`src/rtl/serial_dft_bin_engine.sv`:
```
// Multi-channel serial single-bin DFT correlator: per frame, accumulates x[n]*W[(n*k) mod N]
// per channel through a 3-stage pipeline and holds the result behind a valid/ready handshake.
module serial_dft_bin_engine #(
  parameter int unsigned W_WIDTH      = 16,
  parameter int unsigned X_WIDTH      = 16,
  parameter int unsigned S_WIDTH      = 40,
  parameter int unsigned FRAME_LENGTH = 64,
  parameter int unsigned CHANNELS     = 2,
  parameter int unsigned A_WIDTH      = $clog2(FRAME_LENGTH)
) (
  input  logic                               clk,
  input  logic                               rst,
  input  logic                               valid_i,
  input  logic [CHANNELS-1:0][X_WIDTH-1:0]   x,
  input  logic [A_WIDTH-1:0]                 k_i,
  output logic [A_WIDTH-1:0]                 w_addr,
  input  logic [W_WIDTH-1:0]                 w_re,
  input  logic [W_WIDTH-1:0]                 w_im,
  output logic [CHANNELS-1:0][S_WIDTH-1:0]   re,
  output logic [CHANNELS-1:0][S_WIDTH-1:0]   im,
  output logic [A_WIDTH-1:0]                 k_o,
  output logic                               valid_o,
  input  logic                               ready_i,
  output logic                               finish,
  output logic                               overrun,
  output logic                               busy
);

  localparam int unsigned        P_WIDTH = W_WIDTH + X_WIDTH;
  localparam logic [A_WIDTH:0]   FL_EXT  = (A_WIDTH+1)'(FRAME_LENGTH);
  localparam logic [A_WIDTH-1:0] LAST_N  = A_WIDTH'(FRAME_LENGTH - 1);

  typedef enum logic {HOLD_EMPTY, HOLD_FULL} hold_e;

  // Front end: sample counter, harmonic step and twiddle phase
  logic [A_WIDTH-1:0] n_q, n_d, p_q, p_d, step_q, step_d, k_sel;
  logic [A_WIDTH:0]   p_sum, p_red;
  logic               first_c, last_c;

  always_comb begin
    first_c = (n_q == '0);
    last_c  = (n_q == LAST_N);
    k_sel   = ({1'b0, k_i} >= FL_EXT) ? '0 : k_i;
    step_d  = first_c ? k_sel : step_q;
    p_sum   = {1'b0, p_q} + {1'b0, step_d};
    p_red   = (p_sum >= FL_EXT) ? (p_sum - FL_EXT) : p_sum;
    n_d     = last_c ? '0 : (n_q + A_WIDTH'(1));
    p_d     = last_c ? '0 : p_red[A_WIDTH-1:0];
  end

  always_ff @(posedge clk) begin
    if (rst) begin
      n_q    <= '0;
      p_q    <= '0;
      step_q <= '0;
    end else if (valid_i) begin
      n_q    <= n_d;
      p_q    <= p_d;
      step_q <= step_d;
    end
  end

  assign w_addr = p_q;

  // Stage 1: align samples with the twiddle returned by the ROM one cycle later
  logic [CHANNELS-1:0][X_WIDTH-1:0] x1_q;
  logic                             v1_q, last1_q, first1_q;
  logic [A_WIDTH-1:0]               step1_q;

  always_ff @(posedge clk) begin
    if (rst) begin
      x1_q     <= '0;
      v1_q     <= 1'b0;
      last1_q  <= 1'b0;
      first1_q <= 1'b0;
      step1_q  <= '0;
    end else begin
      x1_q     <= x;
      v1_q     <= valid_i;
      last1_q  <= last_c;
      first1_q <= first_c;
      step1_q  <= step_d;
    end
  end

  // Stage 2: full-precision complex products
  logic signed [P_WIDTH-1:0] pr_d [CHANNELS];
  logic signed [P_WIDTH-1:0] pi_d [CHANNELS];
  logic signed [P_WIDTH-1:0] pr_q [CHANNELS];
  logic signed [P_WIDTH-1:0] pi_q [CHANNELS];
  logic                      v2_q, last2_q, first2_q;
  logic [A_WIDTH-1:0]        step2_q;

  always_comb begin
    for (int c = 0; c < int'(CHANNELS); c++) begin
      pr_d[c] = P_WIDTH'($signed(x1_q[c]) * $signed(w_re));
      pi_d[c] = P_WIDTH'($signed(x1_q[c]) * $signed(w_im));
    end
  end

  always_ff @(posedge clk) begin
    if (rst) begin
      for (int c = 0; c < int'(CHANNELS); c++) begin
        pr_q[c] <= '0;
        pi_q[c] <= '0;
      end
      v2_q     <= 1'b0;
      last2_q  <= 1'b0;
      first2_q <= 1'b0;
      step2_q  <= '0;
    end else begin
      for (int c = 0; c < int'(CHANNELS); c++) begin
        pr_q[c] <= pr_d[c];
        pi_q[c] <= pi_d[c];
      end
      v2_q     <= v1_q;
      last2_q  <= last1_q;
      first2_q <= first1_q;
      step2_q  <= step1_q;
    end
  end

  // Stage 3: accumulate; the first product of a frame restarts the sum
  logic signed [S_WIDTH-1:0] acc_re_q [CHANNELS];
  logic signed [S_WIDTH-1:0] acc_im_q [CHANNELS];
  logic                      v3_q, last3_q;
  logic [A_WIDTH-1:0]        step3_q;

  always_ff @(posedge clk) begin
    if (rst) begin
      for (int c = 0; c < int'(CHANNELS); c++) begin
        acc_re_q[c] <= '0;
        acc_im_q[c] <= '0;
      end
      v3_q    <= 1'b0;
      last3_q <= 1'b0;
      step3_q <= '0;
    end else begin
      if (v2_q) begin
        for (int c = 0; c < int'(CHANNELS); c++) begin
          acc_re_q[c] <= first2_q ? S_WIDTH'(pr_q[c]) : (acc_re_q[c] + S_WIDTH'(pr_q[c]));
          acc_im_q[c] <= first2_q ? S_WIDTH'(pi_q[c]) : (acc_im_q[c] + S_WIDTH'(pi_q[c]));
        end
      end
      v3_q    <= v2_q;
      last3_q <= v2_q && last2_q;
      step3_q <= step2_q;
    end
  end

  // Result hold register with valid/ready handshake and overrun detection
  hold_e                            hold_q, hold_d;
  logic                             done_c, load_c, finish_d, overrun_d;
  logic                             finish_q, overrun_q;
  logic [CHANNELS-1:0][S_WIDTH-1:0] re_q, im_q;
  logic [A_WIDTH-1:0]               k_q;

  assign done_c = v3_q && last3_q;

  always_comb begin
    hold_d    = hold_q;
    load_c    = 1'b0;
    finish_d  = 1'b0;
    overrun_d = 1'b0;
    case (hold_q)
      HOLD_EMPTY: begin
        if (done_c) begin
          load_c   = 1'b1;
          finish_d = 1'b1;
          hold_d   = HOLD_FULL;
        end
      end
      HOLD_FULL: begin
        if (done_c && ready_i) begin
          load_c   = 1'b1;
          finish_d = 1'b1;
        end else if (done_c) begin
          overrun_d = 1'b1;
        end else if (ready_i) begin
          hold_d = HOLD_EMPTY;
        end
      end
    endcase
  end

  always_ff @(posedge clk) begin
    if (rst) begin
      hold_q    <= HOLD_EMPTY;
      finish_q  <= 1'b0;
      overrun_q <= 1'b0;
      re_q      <= '0;
      im_q      <= '0;
      k_q       <= '0;
    end else begin
      hold_q    <= hold_d;
      finish_q  <= finish_d;
      overrun_q <= overrun_d;
      if (load_c) begin
        for (int c = 0; c < int'(CHANNELS); c++) begin
          re_q[c] <= acc_re_q[c];
          im_q[c] <= acc_im_q[c];
        end
        k_q <= step3_q;
      end
    end
  end

  assign re      = re_q;
  assign im      = im_q;
  assign k_o     = k_q;
  assign valid_o = (hold_q == HOLD_FULL);
  assign finish  = finish_q;
  assign overrun = overrun_q;
  assign busy    = (n_q != '0) || v1_q || v2_q || v3_q;

endmodule

```
`config.mk`:
```
export PLATFORM = sky130hd
export DESIGN_NAME = serial_dft_bin_engine
export DESIGN_NICKNAME = d
export VERILOG_FILES = /design/src/rtl/serial_dft_bin_engine.sv
export SDC_FILE = /design/constraint.sdc
export NUM_CORES = 2
export LEC_CHECK = 0
export ABC_AREA = 0
export BUFFER_PORTS_ARGS = -buffer_cell sky130_fd_sc_hd__buf_2
export CAP_MARGIN = 10
export CORE_UTILIZATION = 60
export CTS_CLUSTER_DIAMETER = 40
export DETAILED_ROUTE_END_ITERATION = 10
export HOLD_SLACK_MARGIN = 0.03
export PLACE_DENSITY = 0.78
export SLEW_MARGIN = 5
export SYNTH_ARGS = -nofsm -noshare
export SYNTH_HDL_FRONTEND = slang
export SYNTH_SLANG_ARGS = --single-unit
```
`constraint.sdc`:
```
create_clock -name clk -period 7.3 [get_ports clk]
set_clock_uncertainty 0.1 [all_clocks]
set_input_delay 0 -clock clk [delete_from_list [all_inputs] [get_ports clk]]
set_output_delay 0 -clock clk [all_outputs]
set_load 0.05 [all_outputs]
```
== Word-level counts from Yosys, hierarchy flattened ==
Memories as Yosys holds them, arrays and structs flattened.
Cells that the tools add are included.

* Flip-flop bits (word level): 245
* Bits in latches: 0
* RAM bits: 288
* Memory bits (read-only): 0
* Bits of input ports: 74
* Output and inout port bits: 176
* Logic and storage cells: 88
* Memories kept: 4

* $add $sub $neg: 7
* Multiply operators: 4
* Divide/modulo/power cells: 0
* Order comparisons: 1
* Eq/ne operators: 1
* Shift-type cells: 0
* Mux-type cells: 29
* Bitwise gates (word level): 9
* Reductions and logical operators: 9

{| class="wikitable"
|+ Memory list
! name !! words !! bits a word !! rd ports !! clocked after Yosys merged registers in !! wr ports !! line !! source
|-
| acc_im_q || 2 || 40 || 2 || 0 || 2 || 125 || <nowiki>logic signed [S_WIDTH-1:0] acc_im_q [CHANNELS];</nowiki>
|-
| acc_re_q || 2 || 40 || 2 || 0 || 2 || 124 || <nowiki>logic signed [S_WIDTH-1:0] acc_re_q [CHANNELS];</nowiki>
|-
| pi_q || 2 || 32 || 2 || 0 || 2 || 90 || <nowiki>logic signed [P_WIDTH-1:0] pi_q [CHANNELS];</nowiki>
|-
| pr_q || 2 || 32 || 2 || 0 || 2 || 89 || <nowiki>logic signed [P_WIDTH-1:0] pr_q [CHANNELS];</nowiki>
|}

{| class="wikitable"
|+ Operators with widths
! cell !! count
|-
| two-way mux 40 bit || 8
|-
| adder 40 x 32 -> 40 bit || 4
|-
| multiplier 16 x 16 -> 32 bit || 4
|-
| two-way mux 32 bit || 4
|-
| two-way mux 6 bit || 4
|-
| two-way mux 1 bit || 11
|-
| OR 1 bit || 8
|-
| adder 6 x 6 -> 7 bit || 1
|-
| >= comparator 7 bit (second input constant) || 1
|-
| adder 6 x 1 -> 6 bit (second input constant) || 1
|-
| equality test 6 bit (second input constant) || 1
|-
| logical NOT 6 bit || 1
|-
| nonzero test 6 bit || 1
|-
| subtractor 6 x 1 -> 6 bit (second input constant) || 1
|-
| one-hot mux 1 bit (2 select lines) || 2
|-
| logical AND 1 bit || 3
|-
| logical OR 1 bit || 3
|-
| OR reduction 3 bit || 1
|-
| NOT 1 bit || 1
|}

== Logic depth before layout (Yosys ltp) ==
* Word-level depth: 6
* Mapped depth: 25
* Gate-level depth less buffers: 24

== Worst setup path after synthesis ==
Ideal clock, no wire load.

* Path type: reg-to-reg
* Start: register x1_q[31] (netlist bit)
* End: memory pr_q[0][61] (netlist bit)
* Arrival time: 6.035 ns
* Required time: 7.072 ns
* Path slack: 1.037 ns
* Stages on the path, launching flop included: 23
* Path buffers: 1
* Cell sequence: dfxtp_1 -> clkbuf_1 -> nand2_1 -> inv_1 -> fa_1 -> fa_1 -> fa_1 -> fa_1 -> fa_1 -> inv_1 -> fa_1 -> inv_1 -> ha_1 -> a21o_1 -> a21o_1 -> a21oi_1 -> o21ai_0 -> a21o_1 -> a41o_1 -> a21oi_1 -> o21ai_0 -> xnor2_1 -> nor2_1

{| class="wikitable"
|+ RTL lines
! what !! line !! source
|-
| start, declared || 66 || <nowiki>logic [CHANNELS-1:0][X_WIDTH-1:0] x1_q;</nowiki>
|-
| start signal, assigned || 72 || <nowiki>x1_q <= '0;</nowiki>
|-
| start signal, assigned || 78 || <nowiki>x1_q <= x;</nowiki>
|-
| end, declared || 89 ||
|}

==> flow_summary.ini <==
[routing]
met3_length_um = 16810
drc = 0
drtPass1Iterations = 6
drt-total-wl_um = 167900
wire_per_inst_um = 18.78
viasPerCell = 5.688
drtIter0Drc = 4173
wl_met1_um = 69780
postRouteAntennaNets = 0
dr_wl_met2_um = 75740
via_count = 50840
routed.top_layer = met5

[logic_synthesis]
yosys.area_share.adder_pct = 41.68
synth_simple_gate_area_share_pct = 16.86
synth_edf_count = 160
synth_compound_area_share_pct = 9.822
synthCells = 7275
synth_nets = 8893
yosysWarnings = 0
syn_area_mm2 = 0.06531
synthArstFlopShare_pct = 0
synth_xor_area_share_pct = 3.433
ys_types = 92
synth-seq-cells = 533
avgSynthCellArea_um2 = 8.978
ys_seq_area_share_pct = 18.79
synth_top_flop_cell = dfxtp_1
synth_mux_area_share_pct = 0.5479
synth_top_family_by_area = adder cells

[min_path]
hold_class = in -> reg
holdCritStartpoint = x[29]

[setup_path]
ff2ff_setup_slack_ns = 0.27
cp_data_required_time_ns = 7.76
critPathKind = reg -> reg
cp.arrival_ns = 7.48
worstSetupStartpoint = x1_q[31]
r2r_start = x1_q[31]
start_kind = flop
cp-end-kind = flop
path_max_fanout = 24

[clock_tree]
clock_sinks = 533
path_clk_slew_ns = 0.04
cts_buffers = 89
cts_setup_buffers = 0
clk_latency_ns = 0.69
clock-root-buffer = clkbuf_16
htreeDepth = 3
clock_path_buffers = 3
cts_tree = done

[die]
initial_utilization_pct = 60.75
core.rowCount = 120
design.core.area_mm2 = 0.1075
ios = 250
die_w_um = 331.9
die_area_mm2 = 0.1102
fp.dieH_um = 331.9

[timing]
max_slew_margin_pct = 8.528
finalSetupViolCount = 0
hold_viol = 0
finalCriticalPeriod_ns = 7.026
tightest_slew_ns = 1.370
slew_violations = 0
period_share_pct = 96.24
layout_setup_ws_ns = 0.2743
max_freq_mhz = 142.3
grt_setup_unrepaired = false
fin_tns_setup_ns = 0

[placed_design]
pre_cts_slack_ns = 0.3815
port_buffers = 249
hpwl_um = 127900
placed_cell_area_mm2 = 0.06802
place.gp.congestion = 0.9399
post-place-cells = 8704

[global_route]
antenna_found_initial = 10
grt_pass1_wl_um = 272600
grt_max_degree = 165
grt.overflow.total = 0
grt_pass1_vias = 52520
grtUsageTotal_pct = 30.97

[pwr]
power_density_mw_per_mm2 = 378.8
irDropWorstVdd_mv = 0.4188
power_leakage_nw = 35.17

[finish]
final_cell_area_mm2 = 0.07194
drive_gt1_share_pct = 7.715
areaGrowthSynthToFinish_pct = 10.15
final_cells = 8938
nNetsFinal = 9073

[status]
status = finished, final reports clean

[run]
max_cap_viol_count = 0
## critical path: stages (launching register included)
cell and delay [ns]:
dfxtp_1 0.50, buf_4 0.39, nand2_1 0.15, inv_1 0.17
fa_1 0.43, inv_1 0.10, fa_1 0.45, fa_1 0.54
inv_1 0.06, fa_1 0.48, fa_1 0.49, inv_1 0.05
fa_1 0.47, inv_1 0.04, ha_1 0.36, nand3_1 0.15
nor2_1 0.18, nand2_1 0.08, nor3_1 0.30, o31ai_1 0.23
a211oi_1 0.44, o211ai_1 0.19, a21boi_0 0.28, nor3_1 0.07
nor3_1 0.19
## routing by layer
metal	vias up	GRT usage [%]
met5	-	0
met4	8	10.09
met3	353	7.076
met2	2106	48.31
met1	25210	42.86
li1	23160	-
## report_power, final
| group | switching [mW] | internal (mW) |
|---|---|---|
| combinational | 10.9 | 7.75 |
| clock | 1.72 | 2.81 |
| sequential | 0.510 | 3.52 |
| total | 13.2 | 14.1 |
## final cells by class
class	instances	area, um^2
multi-input combinational	5201	47280
fill	8499	35560
sequential	533	12280
inverter	1215	4561
timing repair buffer	415	2773
clock buffer	103	2457
tap	1403	1755
clock inverter	64	820.8
antenna	4	10.01
## cells in the mapped netlist, types with 9 or more instances
master	n	area (um^2)
a211oi_1	36	270.3
buf_1	30	112.6
fa_1	1053	21080
a21oi_1	473	2367
and2_1	496	3103
nand4_1	29	181.4
o21bai_1	44	330.3
a31oi_1	25	156.4
o21a_1	39	292.8
clkbuf_1	293	1100
a21boi_0	11	82.58
nand2_1	1071	4020
nor2b_1	96	600.6
a21o_1	129	968.4
nand2b_1	60	375.4
nor3_1	52	260.3
o211ai_1	17	127.6
edfxtp_1	160	4805
and3_1	27	168.9
dfxtp_1	373	7467
o31ai_1	13	97.59
ha_1	491	6143
inv_1	1213	4553
xor2_1	80	700.7
xnor2_1	176	1541
or3_1	18	112.6
nand3_1	87	435.4
or2_2	11	68.82
nor4_1	12	75.07
o21ai_1	9	45.04
o21ai_0	131	655.6
nor2_1	349	1310
mux2i_1	29	290.3
## worst paths after layout
| path | end | cells after the start |
|---|---|---|
| worst max register to register | pi_q[0][60] | 24 |
| worst min register to register | last3_q | 1 |
| worst max-delay path | pi_q[0][60] | 24 |
| worst min-delay path | x1_q[29] | 3 |
## logic make-up after synthesis
| family | after synthesis |
|---|---|
| xor gates and xnor gates | 256 |
| AOI/OAI and AO/OA | 1023 |
| buffers and inverters | 1541 |
| DFF | 533 |
| and+or+nand+nor | 2343 |
| adders and majority gates | 1544 |
| muxes | 35 |
## metrics by stage
step | utilization (%) | total power [mW] | hold slack (ns)
floorplan | - | 17.67 | 0.02818
global placement | 63.27 | 21.59 | 0.1134
detailed placement | 63.27 | 22.14 | 0.1133
CTS | 66.91 | 26.92 | 0.04058
global route | 66.91 | 29.65 | 0.07315
finish | 66.92 | 27.25 | 0.05231
## cell usage in the layout (no fill, tap or decap), drive strengths merged, types with 87 or more instances in the layout
master,instances
inv,1237
clkbuf,103
buf,352
nand2,1071
o21ai,142
a21oi,478
ha,491
nor2b,96
edfxtp,160
nand3,87
a21o,131
xnor2,176
fa,1053
dfxtp,373
and2,496
nor2,349
## registers in the layout, summed over array words and instances (netlist names), 6 cells and up
register  cells
step3_q       6
acc_im_q     80
k_o           6
step2_q       6
re           80
step1_q       6
im           80
w_addr        6
pi_q         64
acc_re_q     80
step_q        6
x1_q         32
pr_q         64
n_q           6
## repair_timing
action | in CTS | in global routing
hold endpoints to repair | 142 | 0
resized for setup | 0 | 3
hold buffers | 63 | 0
endpoints found under the setup margin | 0 | 2
No activity file was read; power rests on OpenSTA's default activity.
